## config.mk

```make
export PLATFORM = sky130hd
export DESIGN_NAME = fpga_cfg_loader
export DESIGN_NICKNAME = d
export VERILOG_FILES = /design/src/rtl/fpga_cfg_loader.sv
export SDC_FILE = /design/constraint.sdc
export NUM_CORES = 1
export LEC_CHECK = 0
export ABC_CLOCK_PERIOD_IN_PS = 2600
export BUFFER_PORTS_ARGS = -buffer_cell sky130_fd_sc_hd__buf_2
export CORE_ASPECT_RATIO = 1.1
export CORE_MARGIN = 1.5
export CORE_UTILIZATION = 45
export CTS_CLUSTER_DIAMETER = 40
export DETAILED_ROUTE_END_ITERATION = 10
export GPL_ROUTABILITY_DRIVEN = 1
export PLACE_DENSITY_LB_ADDON = 0.2
export SYNTH_ARGS = -nofsm -noshare
export SYNTH_HDL_FRONTEND = slang
export SYNTH_SLANG_ARGS = --single-unit
```

## constraint.sdc

```tcl
create_clock -name prog_clk -period 2.6 [get_ports prog_clk]
set_input_delay 0.13 -clock prog_clk [delete_from_list [all_inputs] [get_ports prog_clk]]
set_output_delay 0.13 -clock prog_clk [all_outputs]
set_load 0.05 [all_outputs]
```

## src/rtl/fpga_cfg_loader.sv

```systemverilog
// Serial configuration-chain loader: optional chain-length self-test (flush + marker),
// then streams a byte-wide bitstream MSB-first into ccff_head with a gated prog_clk.
module fpga_cfg_loader #(
  parameter int CHAIN_LEN = 512
) (
  input  logic       prog_clk,
  input  logic       reset,
  input  logic       start,
  input  logic       check_en,
  input  logic [7:0] cfg_data,
  input  logic       cfg_valid,
  output logic       cfg_ready,
  output logic       ccff_head,
  input  logic       ccff_tail,
  output logic       prog_clk_en,
  output logic       busy,
  output logic       done,
  output logic       chk_err
);

  localparam int CW = $clog2(CHAIN_LEN + 1);
  localparam int NB = (CHAIN_LEN + 7) / 8;
  localparam logic [CW-1:0] LEN    = CW'(CHAIN_LEN);
  localparam logic [CW-1:0] LEN_M1 = CW'(CHAIN_LEN - 1);
  localparam logic [CW-1:0] NBYTES = CW'(NB);

  typedef enum logic [2:0] {IDLE, FLUSH, MARK, LOAD, DONE} state_t;

  typedef struct packed {
    logic [7:0] sr;
    logic [3:0] sr_cnt;
    logic [7:0] hold;
    logic       hold_vld;
  } dp_t;

  state_t        state, st_n;
  logic [CW-1:0] cnt, cnt_n, cnt_inc;
  logic [CW-1:0] byte_cnt, bc_n;
  dp_t           dp, dp_n;
  logic          head_n, pen_n, err_n;

  // cnt tracks shifts already taken by the fabric (a shift lands on every edge with prog_clk_en=1)
  assign cnt_inc   = cnt + CW'(prog_clk_en);
  assign cfg_ready = (state == LOAD) && !dp.hold_vld && (byte_cnt < NBYTES);
  assign busy      = (state == FLUSH) || (state == MARK) || (state == LOAD);
  assign done      = (state == DONE);

  always_ff @(posedge prog_clk or posedge reset) begin
    if (reset) begin
      state       <= IDLE;
      cnt         <= '0;
      byte_cnt    <= '0;
      dp          <= '0;
      ccff_head   <= 1'b0;
      prog_clk_en <= 1'b0;
      chk_err     <= 1'b0;
    end else begin
      state       <= st_n;
      cnt         <= cnt_n;
      byte_cnt    <= bc_n;
      dp          <= dp_n;
      ccff_head   <= head_n;
      prog_clk_en <= pen_n;
      chk_err     <= err_n;
    end
  end

  always_comb begin
    st_n   = state;
    cnt_n  = cnt;
    bc_n   = byte_cnt;
    dp_n   = dp;
    head_n = ccff_head;
    pen_n  = 1'b0;
    err_n  = chk_err;
    case (state)
      IDLE, DONE: begin
        if (start) begin
          err_n  = 1'b0;
          cnt_n  = '0;
          bc_n   = '0;
          dp_n   = '0;
          head_n = 1'b0;
          if (check_en) begin
            st_n  = FLUSH;
            pen_n = 1'b1;
          end else begin
            st_n  = LOAD;
          end
        end
      end
      FLUSH: begin
        cnt_n  = cnt_inc;
        head_n = 1'b0;
        pen_n  = 1'b1;
        if (prog_clk_en && cnt == LEN_M1) begin
          st_n   = MARK;
          cnt_n  = '0;
          head_n = 1'b1;
        end
      end
      MARK: begin
        // marker goes in on the first shift; stop shifting once LEN shifts are issued
        cnt_n  = cnt_inc;
        head_n = 1'b0;
        pen_n  = (cnt_inc < LEN);
        if (cnt != '0 && ccff_tail) begin
          pen_n = 1'b0;
          if (cnt == LEN) begin
            st_n  = LOAD;
            cnt_n = '0;
          end else begin
            err_n = 1'b1;
            st_n  = DONE;
          end
        end else if (cnt == LEN) begin
          err_n = 1'b1;
          st_n  = DONE;
        end
      end
      LOAD: begin
        if (cfg_valid && cfg_ready) begin
          dp_n.hold     = cfg_data;
          dp_n.hold_vld = 1'b1;
          bc_n          = byte_cnt + CW'(1);
        end
        if (cnt == LEN) begin
          st_n = DONE;
        end else if (dp.sr_cnt != 4'd0) begin
          head_n      = dp.sr[7];
          dp_n.sr     = {dp.sr[6:0], 1'b0};
          dp_n.sr_cnt = dp.sr_cnt - 4'd1;
          pen_n       = 1'b1;
          cnt_n       = cnt + CW'(1);
        end else if (dp.hold_vld) begin
          // refill and emit the new MSB in the same cycle so streaming is gap-free
          head_n        = dp.hold[7];
          dp_n.sr       = {dp.hold[6:0], 1'b0};
          dp_n.sr_cnt   = 4'd7;
          dp_n.hold_vld = 1'b0;
          pen_n         = 1'b1;
          cnt_n         = cnt + CW'(1);
        end
      end
      default: st_n = IDLE;
    endcase
  end

endmodule

```

==> results.sh, run 1 <==
export IMPL_status="complete, no violations"
export IMPL_drt_first_iter_violations=173
export IMPL_grt_pass1_wl_mm=10.8
export IMPL_cp_required_ns=2.76
export IMPL_tns_ns=0
export IMPL_clk_path_buf_depth=2
export IMPL_sw_frac_of_total_pct=46.2
export IMPL_drc=0
export IMPL_hold_path_cell_count=3
export IMPL_r2r_start="dp[9]"
export IMPL_synth_most_common_cell="dfrtp_1"
export IMPL_placed_area_mm2=0.00287
export IMPL_synth_top_area_cell="dfrtp_1"
export IMPL_wl_mm=6.21
export IMPL_synth_edf_count=0
export IMPL_yosys_warnings=0
export IMPL_internal_power_mw=1.74
export IMPL_antenna_found_initial=0
export IMPL_cts_made_buffers=5
export IMPL_clkPwrFrac_pct=14.3
export IMPL_post_cts_setup_buffers=0
export IMPL_io_buffers=19
export IMPL_p_switching_mw=1.49
export IMPL_fp_row_count=29
export IMPL_die_w_um=77.4
export IMPL_syn_area_per_cell_um2=9.39
export IMPL_cts_hold_buf=0
export IMPL_fin_nets=326
export IMPL_fin_ws_ns=0.304
export IMPL_synthArstFlopShare_pct=100
export IMPL_rsz0062_at_grt="false"
export IMPL_insertedDiodeCount=0
export IMPL_path_clk_slew_ns=0.09
export IMPL_power_frac_seq_pct=35.7
export IMPL_crit_path_start_kind="flip-flop"
export IMPL_yosysSeqAreaShare_pct=42.0
export IMPL_timing_hold_ws_ns=0.0346
export IMPL_netlist_instances=292
export IMPL_holdPathEnd="dp[2]"
export IMPL_final_area_mm2=0.00296
export IMPL_hold_violations=0
export IMPL_fin_util_pct=50.7
export IMPL_combPwrFrac_pct=50.0
export IMPL_initial_core_util_pct=46.9
export IMPL_design_core_area_mm2=0.00584
export IMPL_dp_cells=375
export IMPL_design_die_area_mm2=0.00657
export IMPL_slew_headroom_pct=35.7
export IMPL_synth_seq_cells=46
export IMPL_synth_common_cells="dfrtp_1, nand2_1, o21ai_0"
export IMPL_grt_util_all_layers_pct=20.5
export IMPL_dp_hpwl_mm=4.42
export IMPL_wl_per_cell_um=16.2
export IMPL_drt_pass1_iterations=4
export IMPL_power_mw=3.23
export IMPL_place_ws_ns=0.350
export IMPL_cts_resized=0
export IMPL_max_freq_mhz=436
export IMPL_viasPerCell=5.89
export IMPL_critPathMaxFanout=8
export IMPL_period_minus_slack_ns=2.30
export IMPL_n_fill_cell=552
export IMPL_grt_pass1_vias=2262
export IMPL_rr_endpoint="cnt[9]"
export IMPL_hold_path_class="in2reg"
export IMPL_cts_tree="built"
export IMPL_period_share_pct=88.3
export IMPL_cpMaxStageDelayCell="or3b_2"
export IMPL_vias=2255
export IMPL_cp_arrival_ns=2.46
export IMPL_h_tree_depth=2
export IMPL_maxCapViolCount=0
export IMPL_place_congestion=0.919
export IMPL_ios=20
export IMPL_synth_area_leaders="dfrtp_1, nand2_1, ha_1"
export IMPL_syn_num_nets=313
export IMPL_min_from="cfg_data[1]"
export IMPL_synth_ff_type="dfrtp_1"
export IMPL_power_density_mw_per_mm2=1090
export IMPL_endpoint_kind="flip-flop"
export IMPL_worst_clock_skew_ns=0.00957
export IMPL_path_cells="inv_1, ha_1, or3b_2, o21ai_2, nor2_2, a221oi_1, o22ai_1"
export IMPL_setup_viol=0
export IMPL_r2r_slack_ns=0.30
export IMPL_layout_drive_gt1_share_pct=17.0
export IMPL_root_buffer="clkbuf_8"
export IMPL_synth_top_cell_area_share_pct=42.0
export IMPL_cts_sinks=46
export IMPL_worstSetupPathType="reg2reg"
export IMPL_max_slew_worst_pin_slew_ns=0.963
export IMPL_drv_slew=0
export IMPL_vdd_ir_drop_worst_mv=0.526
export IMPL_area_growth_pct=8.03
export IMPL_cpPeakStageDelay_ns=0.51
export IMPL_power_leakage_nw=1.31
export IMPL_rr_worst_depth=7
export IMPL_antenna_left=0
export IMPL_synth_cell_type_count=64
export IMPL_die_y_um=84.9
export IMPL_grt_max_degree=47
export IMPL_final_instance_count_excl_fill=383
export IMPL_grt_remaining_overflow=0
export IMPL_netlist_area_mm2=0.00274
export IMPL_clkLatencyLatePin_ns=0.30
state kept, by name, indices dropped and copies added, names as in the netlist:
name / count
cnt: 10
chk_err: 1
ccff_head: 1
byte_cnt: 10
prog_clk_en: 1
state: 3
dp: 20
worst max-delay path, delay by kind of cell (launching register included):
family / cells / cell delay, ns
AOI/OAI and AO/OA: 3 / 0.85
and+or+nand+nor: 2 / 0.67
DFF: 1 / 0.41
adders and majority gates: 1 / 0.17
buffers and inverters: 1 / 0.09
power by group through the flow:
stage | logic (mW) | clock network [mW] | registers (mW)
after detailed placement | 1.61 | 0 | 1.16
after global placement | 1.59 | 0 | 1.16
after floorplan | 1.32 | 0 | 1.11
final | 1.61 | 0.463 | 1.15
after CTS | 1.62 | 0.475 | 1.15
after global routing | 1.80 | 0.502 | 1.19
worst max path at each step:
| stage | start | end | slack, ns | cells after the start |
|---|---|---|---|---|
| after floorplan | state[0] | cfg_ready | 0.41 | 4 |
| after global placement | dp[9] | cnt[9] | 0.38 | 7 |
| after detailed placement | dp[9] | cnt[9] | 0.35 | 7 |
| after CTS | state[0] | cfg_ready | 0.31 | 4 |
| after global routing | state[0] | cfg_ready | 0.11 | 4 |
| final | dp[9] | cnt[9] | 0.30 | 7 |
routing by layer:
layer | share of wire (%) | wire [um] | GRT usage [%]
met5 | 0 | 0 | 0
met4 | 2.4 | 146 | 7.44
met3 | 2.9 | 183 | 3.12
met2 | 48 | 3000 | 34.1
met1 | 46 | 2880 | 27.0
cell usage in the layout, fill, tap and decap left out, drive strengths merged, types with 3 or more instances in the layout:
master | Yosys | layout
inv | 13 | 13
nand3 | 16 | 16
o31ai | 7 | 7
nor2b | 3 | 3
nand2b | 3 | 3
a221oi | 5 | 5
clkbuf | 5 | 7
nor3b | 3 | 3
o21ai | 18 | 18
nor2 | 17 | 17
a211oi | 6 | 6
xor2 | 4 | 4
a21oi | 16 | 16
dfrtp | 46 | 46
mux2i | 8 | 8
o22ai | 4 | 4
and3 | 5 | 5
nor3 | 6 | 6
a31oi | 4 | 4
nor4 | 3 | 3
ha | 7 | 7
nand4 | 6 | 6
nand2 | 39 | 39
and4 | 3 | 3
buf | 14 | 25
cell families after synthesis:
group | share of synthesized area [%]
xor gates and xnor gates | 1.28
DFF | 42.0
adders and majority gates | 3.19
AOI/OAI and AO/OA | 21.4
and+or+nand+nor | 23.2
buffers and inverters | 6.02
muxes | 2.92
final cells by class:
cell class | instances | area [um^2] | share of cell area (%)
inverters | 13 | 48.8 | 1.65
well taps | 77 | 96.3 | 3.25
multi-input cells | 214 | 1430 | 48.4
repair buffers | 25 | 140 | 4.73
flip-flops and latches | 46 | 1150 | 38.9
clock buffers | 7 | 86.3 | 2.92
clock inverters | 1 | 5.00 | 0.169
No activity file was read; power rests on OpenSTA's default activity.
==> run 2: changes to the inputs <==
ABC_AREA = 1   (was not set)
==> results.sh, run 2 <==
export IMPL_status="complete, no violations"
export IMPL_grt_remaining_overflow=0
export IMPL_reg_top3="dp: 20 flops, byte_cnt: 10 flops, cnt: 10 flops"
export IMPL_period_share_pct=88.4
export IMPL_synth_seq_cells=46
export IMPL_cts_hold_buf=0
export IMPL_syn_area_per_cell_um2=7.32
export IMPL_clk_path_buf_depth=2
export IMPL_place_congestion=0.813
export IMPL_cpPeakStageDelay_ns=0.44
export IMPL_clkLatencyLatePin_ns=0.30
export IMPL_max_slew_worst_pin_slew_ns=0.999
export IMPL_max_freq_mhz=435
export IMPL_insertedDiodeCount=0
export IMPL_crit_buf_inv=3
export IMPL_synth_top_family_by_area="simple AND/OR/NAND/NOR gates"
export IMPL_regMostFlops="dp"
export IMPL_fp_row_count=29
export IMPL_n_fill_cell=619
export IMPL_path_clk_slew_ns=0.09
export IMPL_grt_pass1_vias=2240
export IMPL_initial_core_util_pct=47.6
export IMPL_design_core_area_mm2=0.00588
export IMPL_setup_viol=0
export IMPL_yosysSeqAreaShare_pct=41.2
export IMPL_synth_compound_area_share_pct=7.56
export IMPL_hold_violations=0
export IMPL_yosys_warnings=0
export IMPL_power_density_mw_per_mm2=980
export IMPL_path_delay_family="simple AND/OR/NAND/NOR gates"
export IMPL_wl_mm=5.88
export IMPL_worst_clock_skew_ns=0.00948
export IMPL_synth_mux_area_share_pct=0.358
export IMPL_synth_common_cells="nand2_1, dfrtp_1, nand3_1"
export IMPL_r2r_slack_ns=0.60
export IMPL_rsz0062_at_grt="false"
export IMPL_slew_headroom_pct=33.3
export IMPL_synth_top_area_cell="dfrtp_1"
export IMPL_tns_ns=0
export IMPL_largest_reg_flops=20
export IMPL_grt_util_all_layers_pct=19.1
export IMPL_io_buffers=19
export IMPL_cp_arrival_ns=2.17
export IMPL_drt_first_iter_violations=108
export IMPL_layout_common_cells="nand2_1, dfrtp_1, nand3_1"
export IMPL_design_die_area_mm2=0.00670
export IMPL_synth_cell_type_count=31
export IMPL_fin_ws_ns=0.301
export IMPL_area_growth_pct=6.94
export IMPL_cp_required_ns=2.47
export IMPL_r2r_start="cnt[1]"
export IMPL_drt_pass1_iterations=4
export IMPL_power_leakage_nw=1.53
export IMPL_multi_input_comb_area_mm2=0.00143
export IMPL_fin_nets=416
export IMPL_endpoint_kind="output pin"
export IMPL_ios=20
export IMPL_dp_hpwl_mm=4.21
export IMPL_post_cts_setup_buffers=0
export IMPL_synthAdderAreaFrac_pct=3.13
export IMPL_hold_path_class="in2async"
export IMPL_grt_max_degree=47
export IMPL_critPathMaxFanout=16
export IMPL_cpMaxStageDelayCell="dfrtp_1"
export IMPL_cts_tree="built"
export IMPL_h_tree_depth=2
export IMPL_rr_endpoint="cnt[8]"
export IMPL_path_cells="inv_2, nand2_4, nor2_8, inv_2, nor2_4, and2_1, buf_2"
export IMPL_cpMostUsedCell="inv_2"
export IMPL_power_mw=2.93
export IMPL_final_common_cell="nand2_1"
export IMPL_netlist_area_mm2=0.00280
export IMPL_drv_slew=0
export IMPL_vias=2366
export IMPL_layout_drive_gt1_share_pct=11.1
export IMPL_place_ws_ns=0.617
export IMPL_cts_made_buffers=5
export IMPL_synth_xor_area_share_pct=4.07
export IMPL_grt_pass1_wl_mm=10.2
export IMPL_drc=0
export IMPL_die_w_um=78.2
export IMPL_vdd_ir_drop_worst_mv=0.400
export IMPL_synth_most_common_cell="nand2_1"
export IMPL_wl_per_cell_um=12.4
export IMPL_viasPerCell=5.00
export IMPL_maxCapViolCount=0
export IMPL_worstSetupPathType="reg2out"
export IMPL_synth_top_cell_area_share_pct=41.2
export IMPL_cts_resized=0
export IMPL_synth_ff_type="dfrtp_1"
export IMPL_root_buffer="clkbuf_8"
export IMPL_syn_num_nets=403
export IMPL_antenna_found_initial=0
export IMPL_die_y_um=85.7
export IMPL_synth_area_leaders="dfrtp_1, nand2_1, nand3_1"
export IMPL_seqCellArea_mm2=0.00115
export IMPL_netlist_instances=382
export IMPL_crit_path_start_kind="flip-flop"
export IMPL_rr_worst_depth=10
export IMPL_period_minus_slack_ns=2.30
export IMPL_yosys_area_share_simple_pct=35.8
export IMPL_synthArstFlopShare_pct=100
export IMPL_synth_edf_count=0
export IMPL_cts_sinks=46
export IMPL_antenna_left=0
[run 2: cell count changes in the layout (fill, tap and decap cells not counted), sizes merged, moves of 6 or more]
cell and delta:
a211oi -6, a21oi -8, inv +20, mux2i -7
nand2 +98, nand3 +29, nor2 +23, o31ai -7
xor2 +7
[run 2: logic make-up after synthesis]
| group | count (synthesis) |
|---|---|
| simple gates | 230 |
| flops | 46 |
| xor+xnor | 13 |
| buf+inv | 47 |
| mux | 1 |
| fa+ha+maj | 7 |
| compound gates | 38 |
[run 2: worst max path at each step]
| stage | end | slack, ns | depth (start not counted) | startpoint |
|---|---|---|---|---|
| after floorplan | cnt[6] | 0.79 | 10 | prog_clk_en |
| after global placement | cfg_ready | 0.61 | 7 | state[2] |
| after detailed placement | cnt[8] | 0.62 | 10 | cnt[1] |
| after CTS | cfg_ready | 0.28 | 7 | state[2] |
| after global routing | cfg_ready | 0.18 | 7 | state[2] |
| final | cfg_ready | 0.30 | 7 | state[2] |
[run 2: stage by stage]
stage / cells / util, % / hold WS [ns] / cell area (um^2)
2_1_floorplan: 382 / - / 0.263 / 2800
6_report: 473 / 50.9 / 0.0517 / 2990
4_1_cts: 473 / 50.9 / 0.0467 / 2990
3_3_place_gp: 465 / 49.3 / 0.353 / 2900
3_5_place_dp: 465 / 49.3 / 0.361 / 2900
5_1_grt: 473 / 50.9 / 0.0657 / 2990
[run 2: report_power, final]
part | internal (mW) | switching (mW) | total, mW
Sequential | 0.894 | 0.153 | 1.05
Combinational | 0.412 | 1.02 | 1.43
Clock | 0.215 | 0.238 | 0.453
[run 2: final cells by class]
class | count | area share (%)
Multi-Input combinational cell | 289 | 47.7
Sequential cell | 46 | 38.5
Inverter | 33 | 4.14
Timing Repair Buffer | 20 | 3.43
Tap cell | 77 | 3.22
Clock buffer | 7 | 2.89
Clock inverter | 1 | 0.167
[run 2: metal layers]
layer	up-vias	GRT usage [%]	wire length, um
li1	1237	-	-
met1	1082	24.4	2800
met2	39	33.0	2830
met3	8	2.87	169
met4	0	7.14	81
met5	-	0	0
[run 2: worst reg2reg max path: stages (launching register included)]
cell and delay [ns]:
dfrtp_1 0.46, ha_1 0.19, nand2_1 0.07, nor2_1 0.28, nand4_1 0.25, nand2_1 0.19
nand2_2 0.18, nand2_1 0.11, nand2_1 0.06, nand2_1 0.06, nand2_1 0.05
==> run 3: changes to the inputs <==
CORE_UTILIZATION = 58   (was 45)
==> results.sh, run 3 (synthesized netlist as in run 2, its figures left out) <==
export IMPL_regMostFlops="dp"
export IMPL_antenna_found_initial=0
export IMPL_hold_path_class="in2async"
export IMPL_grt_pass1_vias=2248
export IMPL_initial_core_util_pct=60.1
export IMPL_root_buffer="clkbuf_8"
export IMPL_period_minus_slack_ns=2.33
export IMPL_slew_headroom_pct=36.9
export IMPL_viasPerCell=5.25
export IMPL_grt_max_degree=47
export IMPL_drt_first_iter_violations=132
export IMPL_area_growth_pct=6.00
export IMPL_wl_mm=5.69
export IMPL_grt_util_all_layers_pct=24.0
export IMPL_layout_common_cells="nand2_1, dfrtp_1, nand3_1"
export IMPL_reg_top3="dp: 20 flops, byte_cnt: 10 flops, cnt: 10 flops"
export IMPL_max_freq_mhz=429
export IMPL_cp_required_ns=2.47
export IMPL_largest_reg_flops=20
export IMPL_fin_nets=416
export IMPL_rsz0062_at_grt="false"
export IMPL_cts_hold_buf=0
export IMPL_tns_ns=0
export IMPL_status="complete, no violations"
export IMPL_cts_made_buffers=5
export IMPL_m1WireLength_mm=2.51
export IMPL_design_die_area_mm2=0.00525
export IMPL_cts_sinks=46
export IMPL_final_instance_count_excl_fill=452
export IMPL_h_tree_depth=2
export IMPL_drt_pass1_iterations=4
export IMPL_power_mw=2.94
export IMPL_worstSetupPathType="reg2out"
export IMPL_wl_per_cell_um=12.6
export IMPL_hold_violations=0
export IMPL_dp_cells=444
export IMPL_n_fill_cell=416
export IMPL_endpoint_kind="output pin"
export IMPL_wl_met3_um=161
export IMPL_final_common_cell="nand2_1"
export IMPL_ios=20
export IMPL_drc=0
export IMPL_worst_clock_skew_ns=0.00924
export IMPL_vdd_ir_drop_worst_mv=0.500
export IMPL_grt_remaining_overflow=0
export IMPL_design_core_area_mm2=0.00465
export IMPL_wl_met2_mm=2.89
export IMPL_critPathMaxFanout=16
export IMPL_fin_util_pct=63.7
export IMPL_period_share_pct=89.8
export IMPL_layout_drive_gt1_share_pct=11.1
export IMPL_maxCapViolCount=0
export IMPL_dp_hpwl_mm=4.17
export IMPL_vias=2373
export IMPL_dr_max_layer_used="met4"
export IMPL_io_buffers=19
export IMPL_grt_pass1_wl_mm=10.0
export IMPL_clkLatencyLatePin_ns=0.30
export IMPL_clk_path_buf_depth=2
export IMPL_timing_hold_ws_ns=0.0348
export IMPL_setup_viol=0
export IMPL_insertedDiodeCount=0
export IMPL_power_leakage_nw=1.53
export IMPL_place_congestion=0.867
export IMPL_post_cts_setup_buffers=0
export IMPL_crit_path_start_kind="flip-flop"
export IMPL_max_slew_worst_pin_slew_ns=0.945
export IMPL_path_clk_slew_ns=0.09
export IMPL_antenna_left=0
export IMPL_cp_arrival_ns=2.20
export IMPL_power_density_mw_per_mm2=991
export IMPL_die_w_um=69.2
export IMPL_cts_tree="built"
export IMPL_drv_slew=0
export IMPL_fp_row_count=26
export IMPL_cts_resized=0
export IMPL_die_y_um=75.8
-- run 3: cell counts in the layout (fill, tap and decap cells not counted) --
No cell type changed its count.
-- run 3: final cells by class --
| type | instances | area (um^2) | share of cell area [%] |
|---|---|---|---|
| Clock inverter | 1 | 5.00 | 0.169 |
| Sequential cell | 46 | 1150 | 38.8 |
| Clock buffer | 7 | 86.3 | 2.91 |
| Tap cell | 56 | 70.1 | 2.36 |
| Inverter | 33 | 124 | 4.18 |
| Multi-Input combinational cell | 289 | 1430 | 48.1 |
| Timing Repair Buffer | 20 | 103 | 3.46 |
-- run 3: path summary, 6_finish.rpt --
| path | startpoint | end | slack [ns] | depth (start not counted) |
|---|---|---|---|---|
| worst min-delay path | reset | cnt[1] | 0.03 | 2 |
| min in group prog_clk | cfg_data[4] | dp[5] | 0.06 | 3 |
| max in group asynchronous | reset | chk_err | 1.97 | 2 |
| worst min register to register | ccff_head | ccff_head | 0.47 | 2 |
| worst max register to register | state[2] | dp[16] | 0.66 | 8 |
| worst max-delay path | state[2] | cfg_ready | 0.27 | 7 |
-- run 3: stage by stage --
step                      instance area, um^2  setup slack (ns)
after floorplan                          2800             0.795
after global placement                   2870             0.604
after detailed placement                 2870             0.603
after CTS                                2960             0.257
after global routing                     2960             0.133
final                                    2960             0.266
-- run 3: per-layer routing --
layer,GRT usage (%),up-vias
met5,0,-
met4,8.50,0
met3,3.84,16
met2,44.9,47
met1,28.4,1071
li1,-,1239
-- run 3: power by group --
group / internal [mW] / leakage, nW / switching [mW]
Sequential: 0.894 / 0.627 / 0.152
Combinational: 0.417 / 0.853 / 1.02
Clock: 0.215 / 0.0482 / 0.240
Total: 1.53 / 1.53 / 1.41
-- run 3: critical path, cell delays in order (launching register included) --
cell	delay, ns
dfrtp_1	0.45
inv_2	0.13
nand2_4	0.08
nor2_8	0.23
inv_2	0.20
nor2_4	0.15
and2_1	0.32
buf_2	0.33
